## config.mk

```make
export PLATFORM = sky130hd
export DESIGN_NAME = int_seq
export DESIGN_NICKNAME = d
export VERILOG_FILES = /design/src/rtl/int_seq.sv
export SDC_FILE = /design/constraint.sdc
export NUM_CORES = 1
export LEC_CHECK = 0
export ABC_CLOCK_PERIOD_IN_PS = 4150
export BUFFER_PORTS_ARGS = -buffer_cell sky130_fd_sc_hd__buf_2
export CAP_MARGIN = 20
export CORE_MARGIN = 2
export CORE_UTILIZATION = 40
export DETAILED_ROUTE_END_ITERATION = 8
export HOLD_SLACK_MARGIN = 0.08
export PLACE_DENSITY = 0.76
export SYNTH_ARGS = -nofsm -noshare
export SYNTH_HDL_FRONTEND = slang
export SYNTH_SLANG_ARGS = --single-unit
```

## constraint.sdc

```tcl
create_clock -name clk -period 4.15 [get_ports clk]
set_input_delay 0 -clock clk [delete_from_list [all_inputs] [get_ports clk]]
set_output_delay 0 -clock clk [all_outputs]
set_load 0.01 [all_outputs]
```

## src/rtl/int_seq.sv

```systemverilog
// Interrupt entry/exit sequencer: takes one request, redirects fetch to VEC_ADDR at a boundary, returns on RETI.
// Registered outputs, redirect 2 cycles after accept; int_rdy low from accept until the cycle after the return redirect.
module int_seq #(
  parameter int              DW       = 16,
  parameter int              AW       = 13,
  parameter logic [AW-1:0]   VEC_ADDR = 13'h0004,
  parameter logic [11:0]     EPC_A    = 12'h4,
  parameter logic [11:0]     ISTA_A   = 12'h5
) (
  input  logic          clk,
  input  logic          rst,
  input  logic          int_vld,
  output logic          int_rdy,
  input  logic          ibnd,
  input  logic          reti,
  input  logic [AW-1:0] pc_cur,
  input  logic [3:0]    flg_i,
  output logic          redirect,
  output logic [AW-1:0] redirect_pc,
  output logic          stall,
  output logic [3:0]    flg_o,
  output logic          flg_we,
  output logic          in_isr,
  input  logic [DW-1:0] din,
  input  logic [AW-1:0] addr,
  input  logic          we,
  output logic [DW-1:0] dout
);

  typedef enum logic [2:0] {
    S_IDLE  = 3'd0,
    S_PEND  = 3'd1,
    S_ENTER = 3'd2,
    S_ISR   = 3'd3,
    S_RET   = 3'd4
  } state_t;

  localparam logic [AW-1:0] EPC_ADR  = AW'(EPC_A);
  localparam logic [AW-1:0] ISTA_ADR = AW'(ISTA_A);

  state_t        state_q, state_d;
  logic [AW-1:0] epc_q, epc_d;
  logic [3:0]    eflg_q, eflg_d;
  logic          int_rdy_q, int_rdy_d;
  logic          redirect_q, redirect_d;
  logic [AW-1:0] redirect_pc_q, redirect_pc_d;
  logic          stall_q, stall_d;
  logic [3:0]    flg_o_q, flg_o_d;
  logic          flg_we_q, flg_we_d;
  logic          in_isr_q, in_isr_d;
  logic [DW-1:0] dout_q, dout_d;

  // EPC holds only AW bits; the rest of the write data is discarded
  logic unused_din;
  assign unused_din = ^din[DW-1:AW];

  always_ff @(posedge clk or negedge rst) begin
    if (!rst) begin
      state_q       <= S_IDLE;
      epc_q         <= '0;
      eflg_q        <= '0;
      int_rdy_q     <= 1'b0;
      redirect_q    <= 1'b0;
      redirect_pc_q <= '0;
      stall_q       <= 1'b0;
      flg_o_q       <= '0;
      flg_we_q      <= 1'b0;
      in_isr_q      <= 1'b0;
      dout_q        <= '0;
    end else begin
      state_q       <= state_d;
      epc_q         <= epc_d;
      eflg_q        <= eflg_d;
      int_rdy_q     <= int_rdy_d;
      redirect_q    <= redirect_d;
      redirect_pc_q <= redirect_pc_d;
      stall_q       <= stall_d;
      flg_o_q       <= flg_o_d;
      flg_we_q      <= flg_we_d;
      in_isr_q      <= in_isr_d;
      dout_q        <= dout_d;
    end
  end

  always_comb begin
    state_d = state_q;
    epc_d   = epc_q;
    eflg_d  = eflg_q;
    if (we && (addr == EPC_ADR)) epc_d = din[AW-1:0];
    case (state_q)
      S_IDLE:  if (int_vld && int_rdy_q) state_d = S_PEND;
      S_PEND: begin
        // boundary capture takes priority over a coincident bus write
        if (ibnd) begin
          epc_d   = pc_cur;
          eflg_d  = flg_i;
          state_d = S_ENTER;
        end
      end
      S_ENTER: state_d = S_ISR;
      S_ISR:   if (ibnd && reti) state_d = S_RET;
      S_RET:   state_d = S_IDLE;
      default: state_d = S_IDLE;
    endcase
  end

  // outputs follow the next state so they appear registered in the same cycle as the state
  always_comb begin
    int_rdy_d     = (state_d == S_IDLE);
    redirect_d    = 1'b0;
    redirect_pc_d = '0;
    stall_d       = 1'b0;
    flg_o_d       = '0;
    flg_we_d      = 1'b0;
    in_isr_d      = 1'b0;
    case (state_d)
      S_ENTER: begin
        redirect_d    = 1'b1;
        redirect_pc_d = VEC_ADDR;
        stall_d       = 1'b1;
      end
      S_ISR: in_isr_d = 1'b1;
      S_RET: begin
        redirect_d    = 1'b1;
        redirect_pc_d = epc_q;
        flg_o_d       = eflg_q;
        flg_we_d      = 1'b1;
        stall_d       = 1'b1;
        in_isr_d      = 1'b1;
      end
      default: ;
    endcase

    dout_d = dout_q;
    if (!we) begin
      if (addr == EPC_ADR)       dout_d = {{(DW-AW){1'b0}}, epc_q};
      else if (addr == ISTA_ADR) dout_d = {{(DW-8){1'b0}}, eflg_q, state_q, in_isr_q};
      else                       dout_d = '0;
    end
  end

  assign int_rdy     = int_rdy_q;
  assign redirect    = redirect_q;
  assign redirect_pc = redirect_pc_q;
  assign stall       = stall_q;
  assign flg_o       = flg_o_q;
  assign flg_we      = flg_we_q;
  assign in_isr      = in_isr_q;
  assign dout        = dout_q;

endmodule

```

==> run metrics, run 1 <==
iteration-0 DRC count of the detailed router=116; final setup fails=0; critical path required time=4.33 ns; slowest CP cell=or3_1; Final Hold Viols=0; H-tree Lvls=2; Avg Vias per Cell=4.86; hpwl dp=3.64 mm; FILL cells=roughly 500; Multi-input gate area=795 um^2; Clock transition at path regs=about 0.09 ns; GR Util All Layers=19.0%; clk_lat worst skew=0.30 ns; CTS Buf Count=5; crit path time final=2.21 ns; PD cells=around 470 mW/mm^2; wire per inst=approximately 14 um; Placement Rows=27; Worst path most repeated cell=nand3_1; TritonCTS clock tree=done; commonest non-fill, non-tap cell in the layout=buf_2; clk_skew=around 0.0088 ns; worst stage delay on the critical path=0.61 ns; Layout area overhead=37.9%; status=complete, no violations; Initial Util=41.3%; Final Max Slew Viols=0; # Post-CTS Setup Buffers=0; Pleak=0.00166 uW; slew margin rel.=29.8%; worst hold path class=primary input to flop; Clock Sinks=between 50 and 60; Antenna diodes=0; Max Freq=0.453 GHz; Ys Warns=0; FF/Latch Area=0.00135 mm^2; First-pass DRT Iterations=4; die width=79.2 um; critical path arrival=2.39 ns; worst vdd ir=a little over 0.3 mV; unique cell type count in the Yosys netlist=28; DR vias=1,925; initial antenna violation count=0; largest net degree at the start of global routing=55; Root Buffer=clkbuf_8; nets=375; RSZ-0062 raised after global routing=false; Final Wtd Congestion=0.795; Synth Instances=210; Setup crit end kind=flop; Max Cap Viol=0; Resized Gates After CTS=0; GRT overflow=0; core area=0.00547 mm^2; crit path kind=flop to flop; Finished Core Util=between 50% and 60%; Syn Area/Cell=10.8 um^2; Die H=approximately 80 um; Port Buffer Count=83; EDFF count, synth=0; DRC=0; most frequent cells in the layout=buf_2, dfrtp_1, nand3_1, nand2_1, dlygate4sd3_1; Hold Worst Slack=0.125 ns; I/O pins=90; die area=0.00627 mm^2; Final Cycle Share=53.2%; post-route ant nets=0; global-route wire length before repair=between 9 and 10 mm; Synth async-reset ratio=100%; sequential area share after synthesis=between 50% and 60%; Primary FF master, synth=dfrtp_1; layout cells sized above 1=30.9%; Worst setup SP type=flop; Tightest Pin Transition=1.05 ns; crit-path cells=or3_1 > buf_8 > nand3_1 > nand3_1 > dlygate4sd3_1; vias in the first global route=1,916; PnR Total Power=1470 uW; flops & latches, synth=54; critical path fanouts, max=22; mapped cell area=0.00226 mm^2; final wirelength=5.54 mm; Fin Setup TNS=0 ns; CTS Buffer Depth=2
==> power breakdown <==
group	internal, uW	switching [uW]
clock network	135	155
logic	238	201
registers	645	92.3
==> critical path: cells and delay by family (launching register included) <==
family | cells | cell delay [ns]
buffers and inverters | 2 | 0.81
flip-flops | 1 | 0.48
AND/OR/NAND/NOR | 3 | 0.79
==> sequential cells by signal, indices dropped and copies added (netlist names), 3 cells and up <==
| register | count |
|---|---|
| dout | 13 |
| flg_o | 4 |
| epc_q | 13 |
| redirect_pc | 13 |
| state_q | 3 |
| eflg_q | 4 |
==> repair_timing <==
action	CTS	global route
endpoints found under the setup margin	0	0
hold buffers	34	0
hold endpoints to repair	74	0
==> final timing paths <==
kind | from | cells after the start | slack [ns] | endpoint
max | state_q[2] | 5 | 1.94 | epc_q[6]
min | we | 3 | 0.13 | dout[2]
max reg2reg | state_q[2] | 5 | 1.94 | epc_q[6]
min reg2reg | dout[5] | 2 | 0.48 | dout[5]
max in group asynchronous | rst | 3 | 3.36 | dout[9]
min in group asynchronous | rst | 3 | 0.35 | flg_o[0]
==> per-stage QoR <==
step	cells	area [um^2]	setup WS, ns
6_report	396	3120	1.94
4_1_cts	395	3110	1.76
2_1_floorplan	212	2270	2.77
3_5_place_dp	353	2670	2.33
5_1_grt	396	3120	1.78
3_3_place_gp	352	2660	2.37
==> Yosys cell counts, drive strengths merged, types with 2 or more instances <==
cell type  number  area (um^2)
dfrtp          54         1350
nand3          39          195
nand2          37          141
and2           16          100
buf            15          116
mux2i           8         80.1
o21ai           8         40.0
nor3            7         50.1
a22o            5         43.8
nand4           3         18.8
nor2            3         11.3
a21oi           2         10.0
nor3b           2         15.0
==> cell type report <==
cell class | count | area share (%)
multi-input combinational | 141 | 25.5
clock buffer | 7 | 2.77
clock inverter | 1 | 0.160
inverter | 1 | 0.120
tap | 72 | 2.89
sequential | 54 | 43.3
timing repair buffer | 120 | 25.3
==> cells by family after synthesis <==
kind of cell	synth area share, %
simple gates	26.6
other cells	0.166
flops	59.7
compound gates	4.48
mux	3.54
buf+inv	5.48
==> layer usage <==
metal | vias to the layer above | global-route usage (%) | part of all wire [%]
met5 | - | 0 | 0
met4 | 0 | 6.72 | 1.7
met3 | 8 | 4.32 | 4.6
met2 | 68 | 31.9 | 51
met1 | 914 | 24.2 | 43
li1 | 935 | - | -
Power figures use the tool's default switching activity.
==> inputs of run 2 (changes only) <==
Settings changed: ABC_AREA set to 1, ABC_CLOCK_PERIOD_IN_PS 4150 to 2100, PLACE_DENSITY 0.76 to 0.75.
Clock period 4.15 ns to 2.1 ns, I/O delays scaled along.
==> run 2 against run 1 <==
Against the previous run: sequential cell count is the same; sequential share of layout area down 2.6 points; setup slack lost 1.8 ns; synthesized area is 8.7% higher; routed wire length grew 9.7%; non-clock buffer count rose by 3; clock-buffer cell count is 1 lower; first-iteration DRC count down 24%; die area increased by 8.2%; core utilization is 0.89 points lower.
==> run metrics, run 2 <==
status=complete, no violations; hpwl dp=4.20 mm; Primary FF master, synth=dfrtp_1; Post-synth top cells=nand2_1, dfrtp_1, nor2_1; H-tree Lvls=2; Layout area overhead=35.2%; die area=0.00679 mm^2; worst vdd ir=slightly above 0.4 mV; crit path time final=1.94 ns; EDFF count, synth=0; vias in the first global route=2,189; FF/Latch Area=0.00135 mm^2; CTS Buf Count=5; First-pass DRT Iterations=4; Multi-input gate area=872 um^2; Final Cycle Share=between 90% and 100%; crit path kind=flop to flop; unique cell type count in the Yosys netlist=22; Synth async-reset ratio=100%; die width=approximately 82 um; sequential area share after synthesis=between 50% and 60%; worst r2r src=state_q[2]; GRT overflow=0; Placed Instances=438; Clock Sinks=54; wire per inst=12.6 um; Layout Cells excl Fill=481; TritonCTS clock tree=done; Avg Vias per Cell=4.68; I/O pins=90; layout cells sized above 1=between 20 and 30%; CTS Buffer Depth=2; Synth Instances=291; flops & latches, synth=54; Clock transition at path regs=0.10 ns; Initial Util=41.5%; largest net degree at the start of global routing=31; initial antenna violation count=0; Syn Area/Cell=between 8 and 9 um^2; Final Wtd Congestion=0.799; Setup crit end kind=flop; mapped cell area=0.00246 mm^2; core area=0.00592 mm^2; final setup fails=0; Worst setup SP type=flop; worst hold path class=primary input to flop; commonest non-fill, non-tap cell in the layout=nand2_1; GR Util All Layers=19.4%; Root Buffer=clkbuf_8; iteration-0 DRC count of the detailed router=88; Hold Worst Slack=roughly 0.099 ns; critical path required time=2.35 ns; critical path fanouts, max=22; most frequent cells in the layout=nand2_1, buf_2, dfrtp_1, dlygate4sd3_1, nor2_1; global-route wire length before repair=9.89 mm; # Post-CTS Setup Buffers=0; Setup crit start=state_q[2]; Die H=82.4 um; RSZ-0062 raised after global routing=false; Ys Warns=0; Placement Rows=28; Fin Setup TNS=0 ns; clk_skew=0.00913 ns; Synth top area share=between 50% and 60%; Antenna diodes=0; critical path arrival=about 2.2 ns; Pleak=0.00194 uW; largest area contributor in the netlist=dfrtp_1; PD cells=903 mW/mm^2; Max Cap Viol=0; count leader, synth=nand2_1; nets=457; Port Buffer Count=83; DR vias=2,249; post-route ant nets=0; clk_lat worst skew=between 0.3 and 0.4 ns; Final Hold Viols=0; final wirelength=6.07 mm; FILL cells=529; Area contributors post-synth=dfrtp_1, nand2_1, nand3_1; Final Max Slew Viols=0; HP Start=we; DRC=0; Max Freq=0.516 GHz
[run 2: cell types whose count changed after synthesis, moves of 10 or more]
cell     before  now
inv_1         1   22
and2_1       16    0
nor2_1        3   25
nand2_1      36  113
nand4_1       3   13
nand3_1      39   20
[run 2: area by class of cell]
| type | instances | area share, % |
|---|---|---|
| Timing Repair Buffer | 123 | 24.2 |
| Inverter | 28 | 3.24 |
| Tap cell | 75 | 2.82 |
| Sequential cell | 54 | 40.7 |
| Multi-Input combinational cell | 193 | 26.2 |
| Clock buffer | 6 | 2.48 |
| Clock inverter | 2 | 0.377 |
[run 2: kinds of logic after synthesis]
family	Yosys count	share of synthesized area, %
buf+inv	46	9.87
compound gates	11	3.77
other cells	1	0.153
flops	54	55.0
simple gates	179	31.2
[run 2: final timing paths]
check / end / slack [ns] / cells after the start
max: epc_q[10] / 0.16 / 6
max reg2reg: epc_q[10] / 0.16 / 6
max in group asynchronous: dout[9] / 1.22 / 3
min in group asynchronous: epc_q[8] / 0.21 / 3
min: dout[7] / 0.1 / 3
min reg2reg: dout[7] / 0.49 / 2
[run 2: repair_timing]
action                                  4_1_cts  5_1_grt
endpoints found under the setup margin        0       13
endpoints found under the hold margin        75        0
gates resized for setup                       0        2
hold buffers                                 35        0
[run 2: layer usage]
metal,GRT usage (%),up-vias,part of all wire [%]
li1,-,1124,-
met1,23.6,1045,41
met2,34.0,69,52
met3,3.59,11,5.5
met4,7.67,0,1.8
met5,0,-,0
[run 2: where the power goes]
| part | internal, uW | switching (uW) | leakage (uW) |
|---|---|---|---|
| registers | 1270 | 147 | 0.000717 |
| logic | 451 | 529 | 0.00117 |
| clock network | 266 | 334 | 0.0000472 |
[run 2: worst max-delay path: stages, from the launching register on]
cell	delay, ns
dfrtp_1	0.42
nor2_1	0.17
nand2_2	0.27
inv_4	0.29
nand2_1	0.10
nand2_1	0.08
dlygate4sd3_1	0.54
[run 2: per-stage QoR]
step	utilization, %	power [uW]	setup WS [ns]	area [um^2]
4_1_cts	56.1	3000	0.0680	3320
3_3_place_gp	48.6	2140	0.644	2880
3_5_place_dp	48.6	2180	0.615	2880
5_1_grt	56.1	3240	0.00243	3320
6_report	56.1	3000	0.163	3320
2_1_floorplan	-	1920	1.03	2470
==> inputs of run 3 (changes only) <==
Settings changed: CORE_MARGIN 2 to not set, PLACE_DENSITY 0.75 to not set, PLACE_DENSITY_LB_ADDON set to 0.05, REMOVE_ABC_BUFFERS set to 1.
==> run 3 against run 2 <==
Against the previous run: design area hardly changed; clock-buffer cell count is 1 higher; critical path depth unchanged; sequential share of layout area about the same; clock skew about the same; sequential cell count is the same; combinational power is 1% higher; routed wire length down 1.6%; core utilization barely moved; register-to-register slack improved by 0.15 ns; total power fell by 0.26%; critical path type unchanged; critical endpoint is now epc_q[4]; largest cell class unchanged.
==> run metrics, run 3 (synthesis gave the netlist of run 2 again) <==
Max Freq=0.559 GHz; clk_lat worst skew=0.30 ns; H-tree Lvls=2; critical path fanouts, max=22; wire per inst=12.4 um; R2R depth=6; Worst setup SP type=flop; GR Util All Layers=20.7%; DRC=0; Clock Sinks=54; worst vdd ir=0.544 mV; FILL cells=579; post-route ant nets=0; Layout Cells excl Fill=roughly 480; Max Cap Viol=0; Final Max Slew Viols=0; layout cells sized above 1=27.8%; vias in the first global route=2,084; largest net degree at the start of global routing=29; Avg Vias per Cell=4.52; final wirelength=5.98 mm; Final Wtd Congestion=0.750; Hold Worst Slack=0.130 ns; CTS Buffer Depth=2; die area=0.00646 mm^2; iteration-0 DRC count of the detailed router=105; Fin Setup TNS=0 ns; clk_skew=0.00867 ns; Die H=80.4 um; Port Buffer Count=83; critical path arrival=just over 2 ns; global-route wire length before repair=10.1 mm; TritonCTS clock tree=done; final setup fails=0; PD cells=900 mW/mm^2; RSZ-0062 raised after global routing=false; most frequent cells in the layout=nand2_1, buf_2, dfrtp_1, dlygate4sd3_1, nor2_1; First-pass DRT Iterations=4; Clock transition at path regs=around 0.10 ns; crit path time final=1.79 ns; commonest non-fill, non-tap cell in the layout=nand2_1; Final Cycle Share=85.2%; GRT overflow=0; Layout area overhead=35.2%; Initial Util=41.5%; initial antenna violation count=0; critical path required time=2.35 ns; DR vias=2,180; Pleak=0.00194 uW; Resized Gates After CTS=0; worst hold path class=primary input to asynchronous set/reset pin; I/O pins=90; nets=458; die width=80.4 um; Antenna diodes=0; Setup crit end kind=flop; crit path kind=flop to flop; Placed Instances=439; core area=slightly below 0.006 mm^2; Final Hold Viols=0; Placement Rows=28; PnR Total Power=2990 uW; hpwl dp=3.94 mm; Root Buffer=clkbuf_8; status=complete, no violations; CTS Buf Count=5
[run 3: power breakdown]
group          internal, uW  switching, uW  total, uW
Combinational           473            517        990
Sequential             1270            137       1410
Clock                   267            325        591
[run 3: path summary, 6_finish.rpt]
check / startpoint / to / slack, ns
setup / recovery: state_q[2] / epc_q[4] / 0.31
min in group clk: ibnd / flg_we / 0.14
hold / removal: rst / redirect_pc[12] / 0.13
setup reg to reg: state_q[2] / epc_q[4] / 0.31
max in group asynchronous: rst / eflg_q[0] / 1.36
hold reg to reg: dout[7] / dout[7] / 0.48
[run 3: repair_timing]
| action | in CTS | in global routing |
|---|---|---|
| endpoints found under the hold margin | 78 | 0 |
| setup endpoints to repair | 0 | 0 |
| hold buffers | 35 | 0 |
| setup buffers | 0 | 0 |
[run 3: critical path: stages (launching register included)]
cell and delay [ns]:
dfrtp_1 0.40, nor2_1 0.20, nand2_2 0.09, inv_2 0.31, nand2_1 0.09, nand2_1 0.08, dlygate4sd3_1 0.55
[run 3: per-stage QoR]
stage / setup WS [ns] / util (%) / instance area (um^2)
2_1_floorplan: 0.936 / - / 2330
3_5_place_dp: 0.716 / 48.7 / 2880
6_report: 0.312 / 56.1 / 3320
4_1_cts: 0.274 / 56.1 / 3320
3_3_place_gp: 0.755 / 48.7 / 2880
5_1_grt: 0.0944 / 56.1 / 3320
[run 3: final cells by class]
class                   instances  area, um^2  area share (%)
clock inverters                 1        5.00           0.151
well taps                      75        93.8            2.82
inverters                      28         105            3.16
repair buffers                124         811            24.4
clock buffers                   7        86.3            2.60
flip-flops and latches         54        1350            40.6
multi-input cells             193         872            26.2
[run 3: metal layers]
layer | track usage [%] | wire length [um] | vias to the layer above
met1 | 28.9 | 2840 | 981
met3 | 4.43 | 333 | 7
met4 | 6.61 | 61 | 0
met5 | 0 | 0 | -
met2 | 32.0 | 2750 | 70
li1 | - | - | 1122
